[src/rtl/vid_sync_decoder.sv]
// Video sync decoder: measures sync timing, tracks lock and emits
// pixel coordinates aligned with the delayed pixel stream.
module vid_sync_decoder #(
    parameter int W           = 11,
    parameter int LOCK_FRAMES = 2,
    parameter bit HS_POL      = 1'b0,
    parameter bit VS_POL      = 1'b0
) (
    input  logic         clk,
    input  logic         rst_n,
    input  logic         hsync_in,
    input  logic         vsync_in,
    input  logic         de_in,
    input  logic [11:0]  rgb_in,
    output logic [11:0]  rgb_out,
    output logic         de_out,
    output logic [W-1:0] x,
    output logic [W-1:0] y,
    output logic         frame_start,
    output logic [W-1:0] h_total,
    output logic [W-1:0] h_active,
    output logic [W-1:0] v_total,
    output logic [W-1:0] v_active,
    output logic         locked,
    output logic         overflow
);
    typedef enum logic [1:0] {S_SEARCH, S_TRACK, S_LOCKED} state_e;

    localparam logic [W-1:0] MAX = '1;
    localparam logic [3:0]   LF  = 4'(LOCK_FRAMES);

    state_e state_q, state_d;
    logic [3:0] match_q, match_d;

    logic hs_q, vs_q, de_q, hs_p_q, vs_p_q;
    logic [11:0] rgb_q, rgb_out_q;
    logic de_out_q, fs_q, fs_d;
    logic [W-1:0] x_q, x_d, y_q, y_d;
    logic [W-1:0] hcnt_q, hcnt_d, hacnt_q, hacnt_d;
    logic [W-1:0] vcnt_q, vcnt_d, vacnt_q, vacnt_d;
    logic line_de_q, line_de_d, frame_de_q, frame_de_d;
    logic [W-1:0] ht_q, ht_d, ha_q, ha_d, vt_q, vt_d, va_q, va_d;
    logic [W-1:0] ref_ht_q, ref_ht_d, ref_ha_q, ref_ha_d;
    logic ref_ok_q, ref_ok_d, ovf_q, ovf_d;

    logic hs_edge, vs_edge, first_de, new_frame, fmatch, h_change;
    logic ov_h, ov_ha, ov_v, ov_va, ov_x, ov_y;
    logic [W-1:0] hcnt_inc, hacnt_inc, vcnt_n, vacnt_inc, x_inc, y_inc;

    function automatic logic [W:0] sinc(input logic [W-1:0] v,
                                        input logic en);
        if (en && v == MAX) return {1'b1, MAX};
        return {1'b0, v + W'(en)};
    endfunction

    assign hs_edge   = (hs_q == HS_POL) && (hs_p_q != HS_POL);
    assign vs_edge   = (vs_q == VS_POL) && (vs_p_q != VS_POL);
    assign first_de  = de_q && (!line_de_q || hs_edge);
    assign new_frame = vs_edge || !frame_de_q;

    // A coincident hsync edge closes its line before the frame is closed.
    always_comb begin
        {ov_h, hcnt_inc}   = sinc(hcnt_q, 1'b1);
        {ov_ha, hacnt_inc} = sinc(hacnt_q, de_q);
        {ov_v, vcnt_n}     = sinc(vcnt_q, hs_edge);
        {ov_va, vacnt_inc} = sinc(vacnt_q, first_de);
        {ov_x, x_inc}      = sinc(x_q, 1'b1);
        {ov_y, y_inc}      = sinc(y_q, 1'b1);

        hcnt_d  = hs_edge ? W'(1) : hcnt_inc;
        hacnt_d = hs_edge ? W'(de_q) : hacnt_inc;
        ht_d    = hs_edge ? hcnt_q : ht_q;
        ha_d    = hs_edge ? hacnt_q : ha_q;
        vcnt_d  = vs_edge ? '0 : vcnt_n;
        vacnt_d = vs_edge ? W'(first_de) : vacnt_inc;
        vt_d    = vs_edge ? vcnt_n : vt_q;
        va_d    = vs_edge ? vacnt_q : va_q;

        line_de_d  = hs_edge ? de_q : (line_de_q | de_q);
        frame_de_d = vs_edge ? first_de : (frame_de_q | first_de);

        x_d  = de_q ? (first_de ? '0 : x_inc) : x_q;
        y_d  = first_de ? (new_frame ? '0 : y_inc) : y_q;
        fs_d = first_de && new_frame && (state_q == S_LOCKED);

        fmatch   = (ht_d == ref_ht_q) && (ha_d == ref_ha_q) &&
                   (vcnt_n == vt_q) && (vacnt_q == va_q);
        h_change = hs_edge && (hcnt_q != ht_q);

        ref_ht_d = vs_edge ? ht_d : ref_ht_q;
        ref_ha_d = vs_edge ? ha_d : ref_ha_q;
        ref_ok_d = vs_edge ? (state_q != S_SEARCH) : ref_ok_q;

        ovf_d = ovf_q | (ov_h & ~hs_edge) | (ov_ha & ~hs_edge) | ov_v |
                (ov_va & ~vs_edge) | (ov_x & de_q & ~first_de) |
                (ov_y & first_de & ~new_frame);
    end

    always_ff @(posedge clk or negedge rst_n) begin
        if (!rst_n) begin
            state_q <= S_SEARCH;
            match_q <= '0;
            hs_q <= 1'b0; vs_q <= 1'b0; de_q <= 1'b0;
            hs_p_q <= 1'b0; vs_p_q <= 1'b0;
            rgb_q <= '0; rgb_out_q <= '0;
            de_out_q <= 1'b0; fs_q <= 1'b0;
            x_q <= '0; y_q <= '0;
            hcnt_q <= '0; hacnt_q <= '0;
            vcnt_q <= '0; vacnt_q <= '0;
            line_de_q <= 1'b0; frame_de_q <= 1'b0;
            ht_q <= '0; ha_q <= '0; vt_q <= '0; va_q <= '0;
            ref_ht_q <= '0; ref_ha_q <= '0;
            ref_ok_q <= 1'b0; ovf_q <= 1'b0;
        end else begin
            state_q <= state_d;
            match_q <= match_d;
            hs_q <= hsync_in; vs_q <= vsync_in; de_q <= de_in;
            hs_p_q <= hs_q; vs_p_q <= vs_q;
            rgb_q <= rgb_in; rgb_out_q <= rgb_q;
            de_out_q <= de_q; fs_q <= fs_d;
            x_q <= x_d; y_q <= y_d;
            hcnt_q <= hcnt_d; hacnt_q <= hacnt_d;
            vcnt_q <= vcnt_d; vacnt_q <= vacnt_d;
            line_de_q <= line_de_d; frame_de_q <= frame_de_d;
            ht_q <= ht_d; ha_q <= ha_d; vt_q <= vt_d; va_q <= va_d;
            ref_ht_q <= ref_ht_d; ref_ha_q <= ref_ha_d;
            ref_ok_q <= ref_ok_d; ovf_q <= ovf_d;
        end
    end

    // The first valid frame after SEARCH counts as the first match.
    always_comb begin
        state_d = state_q;
        match_d = match_q;
        unique case (state_q)
            S_SEARCH: begin
                if (vs_edge) begin
                    state_d = S_TRACK;
                    match_d = '0;
                end
            end
            S_TRACK: begin
                if (vs_edge) begin
                    if (!ref_ok_q) match_d = 4'd1;
                    else if (fmatch)
                        match_d = (match_q >= LF) ? LF : match_q + 4'd1;
                    else match_d = '0;
                    if (match_d >= LF && !ovf_q) state_d = S_LOCKED;
                end
            end
            S_LOCKED: begin
                if (ovf_q || h_change || (vs_edge && !fmatch)) begin
                    state_d = S_TRACK;
                    match_d = '0;
                end
            end
            default: state_d = S_SEARCH;
        endcase
    end

    always_comb begin
        locked = (state_q == S_LOCKED);
    end

    assign rgb_out     = rgb_out_q;
    assign de_out      = de_out_q;
    assign x           = x_q;
    assign y           = y_q;
    assign frame_start = fs_q;
    assign h_total     = ht_q;
    assign h_active    = ha_q;
    assign v_total     = vt_q;
    assign v_active    = va_q;
    assign overflow    = ovf_q;
endmodule

[config.mk]
export PLATFORM = sky130hd
export DESIGN_NAME = vid_sync_decoder
export DESIGN_NICKNAME = d
export VERILOG_FILES = /design/src/rtl/vid_sync_decoder.sv
export SDC_FILE = /design/constraint.sdc
export NUM_CORES = 1
export LEC_CHECK = 0
export ABC_CLOCK_PERIOD_IN_PS = 6800
export BUFFER_PORTS_ARGS = -buffer_cell sky130_fd_sc_hd__buf_2
export CORE_MARGIN = 4
export CORE_UTILIZATION = 60
export CTS_CLUSTER_SIZE = 16
export DETAILED_ROUTE_END_ITERATION = 7
export GPL_TIMING_DRIVEN = 0
export PLACE_DENSITY = 0.82
export SLEW_MARGIN = 30
export SYNTH_ARGS = -nofsm -noshare
export SYNTH_HDL_FRONTEND = slang
export SYNTH_SLANG_ARGS = --single-unit
[constraint.sdc]
create_clock -name clk -period 6.8 [get_ports clk]
set_input_delay 1.36 -clock clk [delete_from_list [all_inputs] [get_ports clk]]
set_output_delay 1.36 -clock clk [all_outputs]
set_load 0.01 [all_outputs]
# Word level (Yosys, flattened, before mapping)
# Index checks and enable logic that the tools add are counted.
[classes]
eq_ne = 17
mux = 42
addsub = 7
order_cmp = 2
n_reduce_logical = 27
n_bitwise = 21
[op_table]
columns = ["op", "count"]
rows = [
  ["$mux W12", 12],
  ["$mux W11", 8],
  ["$eq A11 B11 Y1 const B", 6],
  ["$eq A11 B11 Y1", 4],
  ["$add A11 B1 Y11", 3],
  ["$add A11 B1 Y11 const B", 3],
  ["$mux W4", 8],
  ["$logic_and A1 B1 Y1", 14],
  ["$pmux W4 S3", 1],
  ["$ne A11 B11 Y1", 1],
  ["$ge A4 B2 Y1 const B", 2],
  ["$mux W1", 8],
  ["$mux W2", 4],
  ["$or A1 B1 Y1", 8],
  ["$reduce_and A4 Y1", 2],
  ["$and A1 B1 Y1", 7],
  ["$ne A2 B2 Y1 const B", 3],
  ["$not A1 Y1", 6],
  ["$pmux W2 S3", 1],
  ["$add A4 B1 Y4 const B", 1],
  ["$logic_not A1 Y1", 4],
  ["$logic_or A1 B1 Y1", 4],
  ["$reduce_bool A3 Y1", 1],
  ["$eq A2 B1 Y1 const B", 1],
  ["4 further kinds", 4],
]
[word_totals]
elab_cells = 143
inputBits = 17
regBits = 173

# Logic depth before layout (Yosys ltp)
[depth]
depth_word = 17
depth_mapped = 16

# Least setup slack after synthesis
# No wires, ideal clock.
[synth_timing]
kind = "reg-to-reg"
from = "register hs_q"
to = "register match_q[2]"
setup_slack_ns = 3.085
required_time_ns = 6.675
path_stages_with_launch = 17
setup_time_ns = 0.125
path_buffers = 3
arrival_ns = 3.590
path_cell_list = "dfrtp_1 nand2b_4 clkinv_4 clkbuf_1 clkbuf_1 buf_1 ha_1 ha_1 xnor2_1 a2111oi_0 o211ai_1 o21ai_0 a31oi_1 nor4_1 nand3_1 nand3_2 mux2_2"
[synth_between]
elab_chain_len = 14
elab_cells_between_ends = 27
cone_classes = "1 x add/sub; 4 x eq/ne; 10 x mux; 1 x bitwise; 11 x reduce/logical"
[synth_lines]
columns = ["item", "line_no", "rtl"]
rows = [
  ["from (decl)", "35", "logic hs_q, vs_q, de_q, hs_p_q, vs_p_q;"],
  ["from (signal assigned)", "117", "hs_q <= hsync_in; vs_q <= vsync_in; de_q <= de_in;"],
  ["$not A1 Y1 (*)", "56", "assign hs_edge = (hs_q == HS_POL) && (hs_p_q != HS_POL);"],
  ["$logic_and A1 B1 Y1 (*)", "56", ""],
  ["branches (longest 12 deep; another with $add A11 B1 Y11)", "-", ""],
  ["to (signal assigned)", "116", "match_q <= match_d;"],
  ["to (decl)", "33", "logic [3:0] match_q, match_d;"],
]
# Every way passes the cells marked *. The select of a mux whose other input is x is not followed.
# A chain may end at the register's enable or synchronous reset.

# Final worst setup path
# Ends and elaborated chain as after synthesis.

==> key figures <==
Power and ir drop
  – Sw Share: 31.8%
  – PD cells: 278 nW/um2
  – Sequential power share: 45.8%
  – Peak VDD IR: 0.000238 V
  – Pleak: 4.82 nW
  – Comb power frac: 18.0%
  – Psw: 847 uW
  – Overall power: 2.66 mW
  – Clock Power Share: 36.2%
  – Pint: 1.82 mW

Synthesis
  – Area contributors post-synth: dfrtp_1, nand2_1, xnor2_1
  – Netlist cell types: 62
  – Mux contribution to synthesized area: 1.49%
  – Most common flop cell mapped by yosys: dfrtp_1
  – Simple-gate share of the synthesized area: 18.6%
  – Top-area cell type share of the netlist area: 52.7%
  – Syn Inst Count: 845
  – Post-synth ARST share: 100%
  – Post-synthesis xor/xnor area fraction: 8.10%
  – Post-Syn Area: 8220 um2
  – Synth warn: 0
  – Synth Area in Adders: 1.68%
  – Largest family of logic cells by synthesized area: simple AND/OR/NAND/NOR gates
  – Synthesized area per cell: 9.72 um2
  – Synth Net Count: 873
  – Yosys top cell by area: dfrtp_1
  – Post-synth EDFFs: 0
  – #FFs+latches synth: 173
  – Seq/Total Area, Yosys: 52.7%
  – Post-synthesis compound-gate area fraction: 13.5%

Route
  – Initial DRC count: 721
  – Drt first pass iters: 5
  – Via count: 6774
  – Antenna Nets Post-Route: 0
  – Per-cell routed wire length: 17.8 um
  – Final Routed Wirelength: 20.5 mm
  – DR vias/cell: 5.88
  – DRC errors left: 0

STA
  – Post-route clock period utilization: 71.7%
  – RSZ-0062 raised after global routing: no
  – Final Setup Violations: 0
  – Setup TNS: 0 ns
  – Max Fclk: 205 MHz
  – Worst Clk Skew: 0.00634 ns
  – Slew headroom: 44.0%
  – Endpoints failing hold: 0
  – Clock period minus worst slack: 4.87 ns
  – Worst-Margin Slew: 0.819 ns
  – Max Slew Vio Count: 0

Clock tree
  – CTS root buf: clkbuf_16
  – # clock sinks: 173
  – CTS H-tree depth: 4
  – Cts bufs inserted: 17
  – CTS max path bufs: 2
  – Worst skew pair latency: 0.44 ns
  – Post-cts hold buffer count: 0
  – Setup bufs post-CTS: 0
  – Post-cts sizing count: 0
  – Clock transition at the registers of the reported paths: 0.07 ns
  – CTS tree: built

Global routing
  – GRT overflow: 0
  – Largest net degree at the start of global routing: 90
  – GRT Max-Usage Layer: met2
  – Met3 usage: 6.14%
  – Met2 Use GR: 41.8%
  – Vias in the first global route: 6647
  – Met1 GRT Util: 37.0%
  – First-pass GRT wire length: 33.7 mm
  – GRT Total Usage: 26.8%
  – Initial antenna violation count: 0

Final layout
  – Layout Utilization: 71.9%
  – Area of the multi-input gates: 3560 um2
  – Antenna Cells: 0
  – Final instance area: 9590 um2
  – Non-filler cells, final: 1153
  – Area grow syn2layout: 16.7%
  – Fill count: 982
  – Seq. cell area: 4330 um2
  – Layout cells sized above 1: 15.6%
  – Number of nets in the layout: 992

Place
  – GPL Wtd Cong: 0.919
  – Inst Count DP: 1121
  – # port buffers: 98
  – DP HPWL: 14.4 mm
  – Placed Area: 8990 um2

Floorplanning
  – Die Y-Extent: 125 um
  – Total die area: 15600 um2
  – Core Box Area: 13300 um2
  – Initial core utilization: 61.6%
  – Boundary pin count: 99
  – Std cell rows: 42
  – Die Width: 125 um

Worst hold path
  – Hold Path Class: reg2reg
  – Hold_sp: rgb_q[11]$_DFF_PN0_

Critical path
  – Critical path launch point type: flop
  – Slowest stage cell, crit path: buf_1
  – Cell-by-cell trace of the critical path: nand2b_4 > clkinv_4 > clkbuf_1 > clkbuf_1 > buf_1 > ha_1 > ha_1 > xnor2_1 > a2111oi_0 > o211ai_1 > o21ai_0 > a31oi_1 > nor4_1 > nand3_1 > nand3_2 > mux2_2
  – Critical path launch point: hs_q$_DFF_PN0_
  – Req. time, crit path: 7.12 ns
  – Crit path largest cell delay: 0.53 ns
  – Worst-path fanout max: 10
  – Setup CP Type: reg2reg
  – CP Capture Type: flop
  – Worst r2r src: hs_q$_DFF_PN0_
  – Critical Path AT: 5.19 ns

Run
  – Max Cap Violations: 0

Status
  – Status: complete, no violations
## routing by layer
layer / share of wire [%] / vias up
li1: - / 3178
met1: 43 / 3259
met2: 47 / 285
met3: 7.4 / 52
met4: 2.8 / 0
met5: 0 / -
## worst paths after layout
| check | cells after the start | to | slack, ns |
|---|---|---|---|
| min | 0 | rgb_out[11]$_DFF_PN0_ | 0.35 |
| min reg2reg | 0 | rgb_out[11]$_DFF_PN0_ | 0.35 |
| min in group asynchronous | 1 | ref_ht_q[6]$_DFFE_PN0P_ | 0.76 |
| max in group asynchronous | 3 | y[0]$_DFFE_PN0P_ | 5.08 |
| max reg2reg | 16 | match_q[2]$_DFFE_PN0P_ | 1.93 |
| max | 16 | match_q[2]$_DFFE_PN0P_ | 1.93 |
## kinds of logic after synthesis
logic type               count (synthesis)
flip-flops                             173
buffers and inverters                   80
XOR/XNOR                                76
AO/OA/AOI/OAI                          175
multiplexers                            12
AND/OR/NAND/NOR                        318
adder cells (fa/ha/maj)                 11
## power groups by stage
| stage | logic (mW) | clock network [mW] | registers (mW) |
|---|---|---|---|
| final | 0.479 | 0.964 | 1.22 |
| after global routing | 0.524 | 1.02 | 1.23 |
| after CTS | 0.474 | 0.969 | 1.22 |
| after detailed placement | 0.469 | 0 | 1.24 |
| after global placement | 0.451 | 0 | 1.23 |
| after floorplan | 0.289 | 0 | 1.23 |
## cell type report
cell class	count	share of cell area [%]
Multi-Input combinational cell	592	37.2
Inverter	35	1.42
Clock inverter	15	1.81
Tap cell	176	2.30
Timing Repair Buffer	100	5.79
Clock buffer	17	4.44
Sequential cell	173	45.1
Buffer	45	1.96
## Yosys cell counts, drive strengths merged (2+ instances only)
library cell / n
nand3b: 2
nor2: 46
o21ai: 54
nand3: 27
a21oi: 55
ha: 11
mux2i: 10
nand2b: 13
nor4: 8
o2bb2ai: 2
or3: 4
and2: 5
a22oi: 2
o211ai: 9
buf: 13
a222oi: 2
nand4: 23
mux2: 2
nand2: 145
xnor2: 41
clkinv: 2
a2111oi: 5
and4: 7
nor2b: 9
or4: 2
o22ai: 4
a21o: 2
dfrtp: 173
xor2: 35
inv: 33
o211a: 10
and3: 22
a31oi: 13
clkbuf: 32
o221ai: 5
## registers in the layout, indices dropped and copies added (netlist names), 2 cells and up
register,count
rgb_out,12
rgb_q,12
h_active,11
h_total,11
hacnt_q,11
hcnt_q,11
ref_ha_q,11
ref_ht_q,11
v_active,11
v_total,11
vacnt_q,11
vcnt_q,11
x,11
y,11
match_q,4
state_q,2
## layout by cell type, fill, tap and decap left out, drive strengths merged, types with 7 or more instances in the layout
| master | instances |
|---|---|
| nor2 | 46 |
| nand2 | 145 |
| o211a | 10 |
| mux2i | 10 |
| clkinv | 9 |
| nand3 | 27 |
| nand4 | 23 |
| and3 | 22 |
| a31oi | 13 |
| o21ai | 54 |
| dfrtp | 173 |
| a21oi | 55 |
| xnor2 | 41 |
| nor4 | 8 |
| inv | 41 |
| buf | 113 |
| o211ai | 9 |
| and4 | 7 |
| clkbuf | 49 |
| nor2b | 9 |
| ha | 11 |
| nand2b | 13 |
| xor2 | 35 |
## through the flow
step,hold slack [ns],setup WS (ns)
floorplan,0.331,3.08
global placement,0.332,1.76
detailed placement,0.337,2.01
CTS,0.354,1.95
global route,0.355,1.41
finish,0.352,1.93
## critical path: cells and delay by family, from the launching register on
family          cells  cell delay [ns]
simple gates        4             0.90
buf+inv             4             1.54
fa+ha+maj           2             0.68
mux                 1             0.34
xor+xnor            1             0.12
flops               1             0.41
compound gates      4             0.76
Power figures use the tool's default switching activity.
